**config.mk**
```make
export PLATFORM = sky130hd
export DESIGN_NAME = wb_wrport_arb_flat
export DESIGN_NICKNAME = d
export VERILOG_FILES = /design/src/rtl/wb_pkg.sv /design/src/rtl/wb_wrport_arb_if.sv /design/src/rtl/wb_sync_fifo.sv /design/src/rtl/wb_wrport_arb.sv /design/src/flat_wrapper.sv
export SDC_FILE = /design/constraint.sdc
export NUM_CORES = 1
export LEC_CHECK = 0
export CORE_MARGIN = 4
export CORE_UTILIZATION = 47
export DETAILED_ROUTE_END_ITERATION = 6
export PLACE_DENSITY = 0.76
export SLEW_MARGIN = 30
export SYNTH_ARGS = -nofsm -noshare
export SYNTH_HDL_FRONTEND = slang
export SYNTH_SLANG_ARGS = --single-unit
```
**constraint.sdc**
```tcl
create_clock -name i_clk -period 2.1 [get_ports i_clk]
set_input_delay 0.315 -clock i_clk [delete_from_list [all_inputs] [get_ports i_clk]]
set_output_delay 0.315 -clock i_clk [all_outputs]
set_load 0.01 [all_outputs]
```
**src/rtl/wb_pkg.sv**
```systemverilog
// -----------------------------------------------------------------------------
// wb_pkg
// Shared types and constants for the writeback register-file write port.
//   WB_AW / WB_DW : default register address / data widths
//   rf_wr_t       : one register-file write (enable, address, data)
//   grant_t       : which source owns the write port in a given cycle
// -----------------------------------------------------------------------------
package wb_pkg;

  localparam int WB_AW = 5;
  localparam int WB_DW = 32;

  typedef struct packed {
    logic             we;
    logic [WB_AW-1:0] waddr;
    logic [WB_DW-1:0] wdata;
  } rf_wr_t;

  typedef enum logic [1:0] {
    GNT_IDLE,
    GNT_PIPE,
    GNT_FIFO,
    GNT_BYP
  } grant_t;

endpackage

```
**src/rtl/wb_wrport_arb_if.sv**
```systemverilog
// -----------------------------------------------------------------------------
// wb_wrport_arb_if
// Bus bundle for the writeback write-port arbiter.
//   i_wb_*   : pipeline WB write request (enable, dest reg, result)
//   i_mdu_*  : MDU result (valid, dest reg, result) with o_mdu_ready back
//   o_rf_*   : register-file write port
//   o_stall_req, o_fifo_empty, o_fifo_count : status to the hazard unit
// Modports: slave = arbiter side, master = pipeline/MDU/regfile side.
// -----------------------------------------------------------------------------
interface wb_wrport_arb_if #(
  parameter int DEPTH = 4,
  parameter int AW    = 5,
  parameter int DW    = 32
);
  logic                     i_wb_we;
  logic [AW-1:0]            i_wb_waddr;
  logic [DW-1:0]            i_wb_wdata;
  logic                     i_mdu_valid;
  logic                     o_mdu_ready;
  logic [AW-1:0]            i_mdu_waddr;
  logic [DW-1:0]            i_mdu_wdata;
  logic                     o_rf_we;
  logic [AW-1:0]            o_rf_waddr;
  logic [DW-1:0]            o_rf_wdata;
  logic                     o_stall_req;
  logic                     o_fifo_empty;
  logic [$clog2(DEPTH):0]   o_fifo_count;

  modport slave (
    input  i_wb_we, i_wb_waddr, i_wb_wdata,
    input  i_mdu_valid, i_mdu_waddr, i_mdu_wdata,
    output o_mdu_ready,
    output o_rf_we, o_rf_waddr, o_rf_wdata,
    output o_stall_req, o_fifo_empty, o_fifo_count
  );

  modport master (
    output i_wb_we, i_wb_waddr, i_wb_wdata,
    output i_mdu_valid, i_mdu_waddr, i_mdu_wdata,
    input  o_mdu_ready,
    input  o_rf_we, o_rf_waddr, o_rf_wdata,
    input  o_stall_req, o_fifo_empty, o_fifo_count
  );
endinterface

```
**src/rtl/wb_sync_fifo.sv**
```systemverilog
// -----------------------------------------------------------------------------
// wb_sync_fifo
// Synchronous FIFO buffering MDU results until they win the write port.
//   i_clk, i_rst : clock, asynchronous active-high reset (pointers/count only)
//   i_push, i_wdata : write an entry (ignored when full)
//   i_pop          : consume the head (ignored when empty)
//   o_rdata        : current head entry (show-ahead)
//   o_count, o_empty, o_full : registered occupancy
// Pointers wrap modulo DEPTH; the count tells full from empty.
// -----------------------------------------------------------------------------
module wb_sync_fifo #(
  parameter int DEPTH = 4,
  parameter int W     = 37
) (
  input  logic                   i_clk,
  input  logic                   i_rst,
  input  logic                   i_push,
  input  logic [W-1:0]           i_wdata,
  input  logic                   i_pop,
  output logic [W-1:0]           o_rdata,
  output logic [$clog2(DEPTH):0] o_count,
  output logic                   o_empty,
  output logic                   o_full
);
  localparam int PW = $clog2(DEPTH);
  localparam int CW = PW + 1;

  logic [W-1:0]  r_mem [DEPTH];
  logic [PW-1:0] r_wptr;
  logic [PW-1:0] r_rptr;
  logic [CW-1:0] r_count;
  logic          w_push;
  logic          w_pop;

  assign o_empty = (r_count == '0);
  assign o_full  = (r_count == CW'(DEPTH));
  assign w_push  = i_push && !o_full;
  assign w_pop   = i_pop && !o_empty;
  assign o_rdata = r_mem[r_rptr];
  assign o_count = r_count;

  // Storage carries no reset; stale entries are unreachable once pointers clear.
  always_ff @(posedge i_clk) begin
    if (w_push) r_mem[r_wptr] <= i_wdata;
  end

  always_ff @(posedge i_clk or posedge i_rst) begin
    if (i_rst) begin
      r_wptr  <= '0;
      r_rptr  <= '0;
      r_count <= '0;
    end else begin
      if (w_push) r_wptr <= r_wptr + 1'b1;
      if (w_pop)  r_rptr <= r_rptr + 1'b1;
      case ({w_push, w_pop})
        2'b10:   r_count <= r_count + 1'b1;
        2'b01:   r_count <= r_count - 1'b1;
        default: r_count <= r_count;
      endcase
    end
  end

endmodule

```
**src/rtl/wb_wrport_arb.sv**
```systemverilog
// -----------------------------------------------------------------------------
// wb_wrport_arb
// Shares the single register-file write port between the in-order pipeline
// WB result and buffered MDU results. The pipeline has priority; a starvation
// counter raises a one-cycle WB stall so a waiting MDU result always retires.
//   i_clk, i_rst : clock, asynchronous active-high reset
//   bus (slave)  : WB request, MDU result/ready, RF write port, status
// Optional feature macro WB_WRPORT_BYPASS_EN: when defined, an MDU result is
// written straight through in the same cycle if the FIFO is empty, the
// pipeline is idle and no stall is active (it is then not pushed).
// -----------------------------------------------------------------------------
module wb_wrport_arb
  import wb_pkg::*;
#(
  parameter int DEPTH    = 4,
  parameter int MAX_WAIT = 8,
  parameter int AW       = WB_AW,
  parameter int DW       = WB_DW
) (
  input  logic             i_clk,
  input  logic             i_rst,
  wb_wrport_arb_if.slave   bus
);
  localparam int CW = $clog2(DEPTH) + 1;
  localparam int WW = $clog2(MAX_WAIT + 1);
  localparam logic [WW-1:0] MAXW = WW'(MAX_WAIT);

  grant_t          w_gnt;
  logic [AW+DW-1:0] w_head;
  logic [CW-1:0]   w_count;
  logic            w_empty;
  logic            w_full;
  logic            w_push;
  logic            w_pop;
  logic [AW-1:0]   w_waddr;
  logic [DW-1:0]   w_wdata;
  logic [WW-1:0]   w_wait_nxt;
  logic [WW-1:0]   r_wait_cnt;
  logic            r_stall_req;

  wb_sync_fifo #(
    .DEPTH (DEPTH),
    .W     (AW + DW)
  ) u_fifo (
    .i_clk   (i_clk),
    .i_rst   (i_rst),
    .i_push  (w_push),
    .i_wdata ({bus.i_mdu_waddr, bus.i_mdu_wdata}),
    .i_pop   (w_pop),
    .o_rdata (w_head),
    .o_count (w_count),
    .o_empty (w_empty),
    .o_full  (w_full)
  );

  // Grant priority: forced slot, pipeline, FIFO head, bypass, idle.
  always_comb begin
    w_gnt = GNT_IDLE;
    if (r_stall_req && !w_empty)
      w_gnt = GNT_FIFO;
    else if (bus.i_wb_we)
      w_gnt = GNT_PIPE;
    else if (!w_empty)
      w_gnt = GNT_FIFO;
`ifdef WB_WRPORT_BYPASS_EN
    else if (bus.i_mdu_valid)
      w_gnt = GNT_BYP;
`endif
  end

  always_comb begin
    w_waddr = '0;
    w_wdata = '0;
    case (w_gnt)
      GNT_PIPE: begin
        w_waddr = bus.i_wb_waddr;
        w_wdata = bus.i_wb_wdata;
      end
      GNT_FIFO: {w_waddr, w_wdata} = w_head;
      GNT_BYP: begin
        w_waddr = bus.i_mdu_waddr;
        w_wdata = bus.i_mdu_wdata;
      end
      default: ;
    endcase
  end

  // Ready looks only at the registered count, so a full FIFO refuses even
  // when it pops in the same cycle.
  assign w_pop  = (w_gnt == GNT_FIFO);
  assign w_push = bus.i_mdu_valid && !w_full && (w_gnt != GNT_BYP);

  // The waiting head counts up until popped; it saturates as a safety net.
  assign w_wait_nxt = (w_empty || w_pop) ? '0 :
                      (r_wait_cnt == MAXW) ? r_wait_cnt : r_wait_cnt + 1'b1;

  always_ff @(posedge i_clk or posedge i_rst) begin
    if (i_rst) begin
      r_wait_cnt  <= '0;
      r_stall_req <= 1'b0;
    end else begin
      r_wait_cnt  <= w_wait_nxt;
      r_stall_req <= (w_wait_nxt == MAXW) && (r_wait_cnt != MAXW);
    end
  end

  // Register 0 is hardwired: the source is consumed but nothing is written.
  assign bus.o_rf_we      = (w_gnt != GNT_IDLE) && (w_waddr != '0);
  assign bus.o_rf_waddr   = w_waddr;
  assign bus.o_rf_wdata   = w_wdata;
  assign bus.o_mdu_ready  = !w_full;
  assign bus.o_stall_req  = r_stall_req;
  assign bus.o_fifo_empty = w_empty;
  assign bus.o_fifo_count = w_count;

endmodule
```
**src/flat_wrapper.sv**
```systemverilog
// flat-port wrapper written by rule: the top's interface ports become plain ports
module wb_wrport_arb_flat import wb_pkg::*;
#(
  parameter int DEPTH    = 4,
  parameter int MAX_WAIT = 8,
  parameter int AW       = WB_AW,
  parameter int DW       = WB_DW
)
  (i_clk, i_rst, bus_i_wb_we, bus_i_wb_waddr, bus_i_wb_wdata, bus_i_mdu_valid, bus_i_mdu_waddr, bus_i_mdu_wdata, bus_o_mdu_ready, bus_o_rf_we, bus_o_rf_waddr, bus_o_rf_wdata, bus_o_stall_req, bus_o_fifo_empty, bus_o_fifo_count);
  wb_wrport_arb_if #(.DEPTH(DEPTH), .AW(AW), .DW(DW)) bus_i ();
  input  logic i_clk;
  input  logic i_rst;
  input wire logic [$bits(bus_i.i_wb_we)-1:0] bus_i_wb_we;
  input wire logic [$bits(bus_i.i_wb_waddr)-1:0] bus_i_wb_waddr;
  input wire logic [$bits(bus_i.i_wb_wdata)-1:0] bus_i_wb_wdata;
  input wire logic [$bits(bus_i.i_mdu_valid)-1:0] bus_i_mdu_valid;
  input wire logic [$bits(bus_i.i_mdu_waddr)-1:0] bus_i_mdu_waddr;
  input wire logic [$bits(bus_i.i_mdu_wdata)-1:0] bus_i_mdu_wdata;
  output wire logic [$bits(bus_i.o_mdu_ready)-1:0] bus_o_mdu_ready;
  output wire logic [$bits(bus_i.o_rf_we)-1:0] bus_o_rf_we;
  output wire logic [$bits(bus_i.o_rf_waddr)-1:0] bus_o_rf_waddr;
  output wire logic [$bits(bus_i.o_rf_wdata)-1:0] bus_o_rf_wdata;
  output wire logic [$bits(bus_i.o_stall_req)-1:0] bus_o_stall_req;
  output wire logic [$bits(bus_i.o_fifo_empty)-1:0] bus_o_fifo_empty;
  output wire logic [$bits(bus_i.o_fifo_count)-1:0] bus_o_fifo_count;
  assign bus_i.i_wb_we = bus_i_wb_we;
  assign bus_i.i_wb_waddr = bus_i_wb_waddr;
  assign bus_i.i_wb_wdata = bus_i_wb_wdata;
  assign bus_i.i_mdu_valid = bus_i_mdu_valid;
  assign bus_i.i_mdu_waddr = bus_i_mdu_waddr;
  assign bus_i.i_mdu_wdata = bus_i_mdu_wdata;
  assign bus_o_mdu_ready = bus_i.o_mdu_ready;
  assign bus_o_rf_we = bus_i.o_rf_we;
  assign bus_o_rf_waddr = bus_i.o_rf_waddr;
  assign bus_o_rf_wdata = bus_i.o_rf_wdata;
  assign bus_o_stall_req = bus_i.o_stall_req;
  assign bus_o_fifo_empty = bus_i.o_fifo_empty;
  assign bus_o_fifo_count = bus_i.o_fifo_count;
  wb_wrport_arb #(.DEPTH(DEPTH), .MAX_WAIT(MAX_WAIT), .AW(AW), .DW(DW)) u_core (.i_clk(i_clk), .i_rst(i_rst), .bus(bus_i));
endmodule
```
==> metrics <==
outcome=finished, violations left; violated checks=setup timing; Clock Sinks=160; via count of the first global-routing pass=3911; Final Hold Violating Endpoints=0; worst-case headroom to the max-slew limit=0.694; highest ir drop seen on vdd=0.000711 V; worst hold slack=215 ps; via count of the routed design=3579; CP Capture Point=bus_o_rf_we; Critical Path Fanout Max=4; Ant. Diodes=0; launching instance or port of the critical path=u_core.u_fifo.r_rptr[0]$_DFFE_PP0P_; Final ANT Viol Nets=0; Placement Rows=42; endpoint type of the worst setup path=primary output; worst min path class=input pin to asynchronous set/reset pin; startpoint-to-endpoint class of the critical path=flop to primary output; distinct cell type count after synthesis=32; leakage power summed over all cells=3.30 nW; vias per cell=5.28; TritonCTS clock tree=built; capture instance of the worst register-to-register path=u_core.u_fifo.o_count[2]$_DFFE_PP0P_; maxcap violations=0; fraction of layout instances using a drive strength above 1=0.345; H-tree depth reported by CTS=4; fin worst setup slack=-300 ps; Die X-Extent=125 um; Synth Net Count=396; number of instances in the synthesized netlist=310; area of the core=13300 um2; total I/O pin count=122; arrival time at the worst endpoint=2080 ps; Netlist Area Pre-Place=6450 um2; gr usage total=0.183; total placed cells including tap cells=623; total count of max-transition violations in the final report=0; count of final setup violators=39; drt drc=0; clock insertion delay at the later pin of the skew report=420 ps; reg-to-reg setup timing slack=-20 ps; Post-Synthesis Mean Instance Area=20.8 um2; initial antenna violation count=0; post-detail-place hpwl=8.36 mm; worst-margin pin slew=459 ps; area of the die=15700 um2; global-route wire length before repair=21.6 mm; leftover overflow at the end of global routing=0; clock slew seen by the registers of the worst setup and hold paths=60 ps; aggregate routed wire length=14.0 mm; pin count of the biggest net entering global routing=33; Detailed Routing Iterations Pass 1=4; placed standard-cell area=8170 um2; Max Root-Sink Buffers=2; synth warn=0; number of I/O port buffers=121; routed len/inst=20.7 um; number of nets in the finished design=576; Power per Cell Area=1280 nW/um2; DR iter-0 viols=246; Setup crit start kind=flop; Layout area overhead=39.6%; worst clock skew=8.53 ps; vertical extent of the die=125 um; count of cells along the worst register-to-register path=11; setup total negative slack=-8530 ps; f_max=417 MHz; FF-to-FF Start=u_core.u_fifo.o_count[2]$_DFFE_PP0P_; Worst EP required=1780 ps; fraction of the yosys area taken by sequential cells=0.736; CTS Buf Count=17; final non-filler cell total=678; #FFs+latches synth=160; RSZ-0062 raised after global routing=yes; share of the cycle needed by the critical path after routing=1.14; minimum clock period after layout=2400 ps; initial core utilization=0.483; area of all placed cells without fillers=9000 um2; GP Congestion=0.776; Final Core Density=0.675; CTS Root Cell=sky130_fd_sc_hd__clkbuf_16
per-stage QoR:
step | total power [mW] | setup slack, ps
after floorplan | 6.61 | 20.3
after global placement | 8.24 | -361
after detailed placement | 8.33 | -453
after CTS | 11.7 | -326
after global routing | 12.1 | -404
final | 11.6 | -300
placed cells by master, fill, tap and decap left out, types with 10 or more instances in the layout:
cell type | synthesis | final
sky130_fd_sc_hd__edfxtp_1 | 148 | 148
sky130_fd_sc_hd__clkdlybuf4s50_1 | 0 | 81
sky130_fd_sc_hd__mux4_2 | 35 | 37
sky130_fd_sc_hd__a22o_1 | 34 | 34
sky130_fd_sc_hd__buf_2 | 4 | 34
sky130_fd_sc_hd__clkbuf_16 | 0 | 20
sky130_fd_sc_hd__buf_4 | 3 | 20
sky130_fd_sc_hd__buf_12 | 0 | 17
sky130_fd_sc_hd__buf_6 | 5 | 15
sky130_fd_sc_hd__dfrtp_1 | 12 | 10
final cells by class:
| type | instances | area, um2 |
|---|---|---|
| Sequential cell | 160 | 4750 |
| Fill cell | 878 | 4340 |
| Timing Repair Buffer | 176 | 1810 |
| Multi-Input combinational cell | 124 | 1590 |
| Clock buffer | 19 | 433 |
| Tap cell | 176 | 220 |
| Clock inverter | 12 | 168 |
| Inverter | 11 | 46.3 |
sequential cells by signal (all words and copies together), names as in the netlist:
signal	count
u_core.u_fifo.r_rptr	2
u_core.u_fifo.r_mem	148
u_core.u_fifo.o_count	3
u_core.r_wait_cnt	4
u_core.bus.o_stall_req	1
u_core.u_fifo.r_wptr	2
Yosys cell counts:
| library cell | number | area share |
|---|---|---|
| sky130_fd_sc_hd__buf_2 | 4 | 0.0031 |
| sky130_fd_sc_hd__nor3_2 | 1 | 0.0016 |
| sky130_fd_sc_hd__edfxtp_1 | 148 | 0.69 |
| sky130_fd_sc_hd__nand2b_1 | 2 | 0.0019 |
| sky130_fd_sc_hd__clkinv_2 | 1 | 0.00078 |
| sky130_fd_sc_hd__inv_1 | 10 | 0.0058 |
| sky130_fd_sc_hd__nand3b_1 | 1 | 0.0012 |
| sky130_fd_sc_hd__nand2_1 | 6 | 0.0035 |
| sky130_fd_sc_hd__nor4b_1 | 1 | 0.0014 |
| sky130_fd_sc_hd__a22o_1 | 34 | 0.046 |
| sky130_fd_sc_hd__and2_1 | 1 | 0.00097 |
| sky130_fd_sc_hd__dfrtp_1 | 12 | 0.047 |
| sky130_fd_sc_hd__fa_1 | 1 | 0.0031 |
| sky130_fd_sc_hd__nand3_1 | 3 | 0.0023 |
| sky130_fd_sc_hd__a21boi_4 | 1 | 0.0029 |
| sky130_fd_sc_hd__xnor2_1 | 4 | 0.0054 |
| sky130_fd_sc_hd__mux4_2 | 35 | 0.12 |
| sky130_fd_sc_hd__ha_1 | 7 | 0.014 |
| sky130_fd_sc_hd__clkbuf_1 | 3 | 0.0017 |
| sky130_fd_sc_hd__mux4_1 | 2 | 0.0081 |
| sky130_fd_sc_hd__mux2i_1 | 1 | 0.0016 |
| sky130_fd_sc_hd__a22o_2 | 3 | 0.0047 |
| sky130_fd_sc_hd__nor2_1 | 6 | 0.0035 |
| sky130_fd_sc_hd__and3_1 | 4 | 0.0039 |
| sky130_fd_sc_hd__a21oi_1 | 1 | 0.00078 |
| sky130_fd_sc_hd__nor2_2 | 1 | 0.00097 |
| sky130_fd_sc_hd__nor2b_1 | 1 | 0.00097 |
| sky130_fd_sc_hd__buf_4 | 3 | 0.0035 |
| sky130_fd_sc_hd__buf_6 | 5 | 0.0087 |
| sky130_fd_sc_hd__o21ai_0 | 2 | 0.0016 |
| sky130_fd_sc_hd__or3_4 | 1 | 0.0017 |
| sky130_fd_sc_hd__xor2_1 | 5 | 0.0068 |
worst min-delay path by stage:
stage / from / to / slack [ps] / depth (start not counted)
2_1_floorplan: i_rst / u_core.bus.o_stall_req$_DFF_PP0_ / 180 / 1
3_3_place_gp: u_core.u_fifo.o_count[2]$_DFFE_PP0P_ / u_core.u_fifo.o_count[2]$_DFFE_PP0P_ / 550 / 2
3_5_place_dp: u_core.r_wait_cnt[0]$_DFF_PP0_ / u_core.bus.o_stall_req$_DFF_PP0_ / 560 / 2
4_1_cts: i_rst / u_core.bus.o_stall_req$_DFF_PP0_ / 210 / 2
5_1_grt: i_rst / u_core.bus.o_stall_req$_DFF_PP0_ / 260 / 2
6_report: i_rst / u_core.bus.o_stall_req$_DFF_PP0_ / 210 / 2
kinds of logic (layout without fill, tap and decap cells):
group                    Yosys count  in the layout  share of synthesized area
adder cells (fa/ha/maj)            8              8                     0.0167
XOR/XNOR                           9              9                     0.0122
multiplexers                      38             38                      0.132
buffers and inverters             26            218                     0.0237
flip-flops                       160            160                      0.736
AO/OA/AOI/OAI                     41             41                     0.0561
AND/OR/NAND/NOR                   28             28                     0.0239
critical path: stages (launching register included):
cell and delay, ps:
sky130_fd_sc_hd__dfrtp_2 410, sky130_fd_sc_hd__buf_6 120, sky130_fd_sc_hd__mux4_2 510, sky130_fd_sc_hd__a22o_4 270
sky130_fd_sc_hd__nor3_2 160, sky130_fd_sc_hd__nand2_1 80, sky130_fd_sc_hd__buf_6 120
metal layers:
| layer | GRT usage | part of all wire | vias up |
|---|---|---|---|
| met5 | 0 | 0 | - |
| li1 | - | - | 1641 |
| met1 | 0.230 | 0.40 | 1812 |
| met4 | 0.0804 | 0.014 | 0 |
| met2 | 0.304 | 0.53 | 116 |
| met3 | 0.0482 | 0.053 | 10 |
report_power, final:
group          switching [mW]  total [mW]  internal [mW]
Combinational            1.82        4.04           2.22
Sequential              0.202        4.41           4.20
Clock                    1.14        3.11           1.97
Total                    3.16        11.6           8.40
timing repair:
item,in CTS,in global routing
hold endpoints to repair,0,0
hold buffers,0,0
setup buffers,15,5
endpoints found under the setup margin,41,39
pin swaps,10,11
resized for setup,179,9
cloned,4,4
Note: power is estimated with default switching activity, not from simulation.
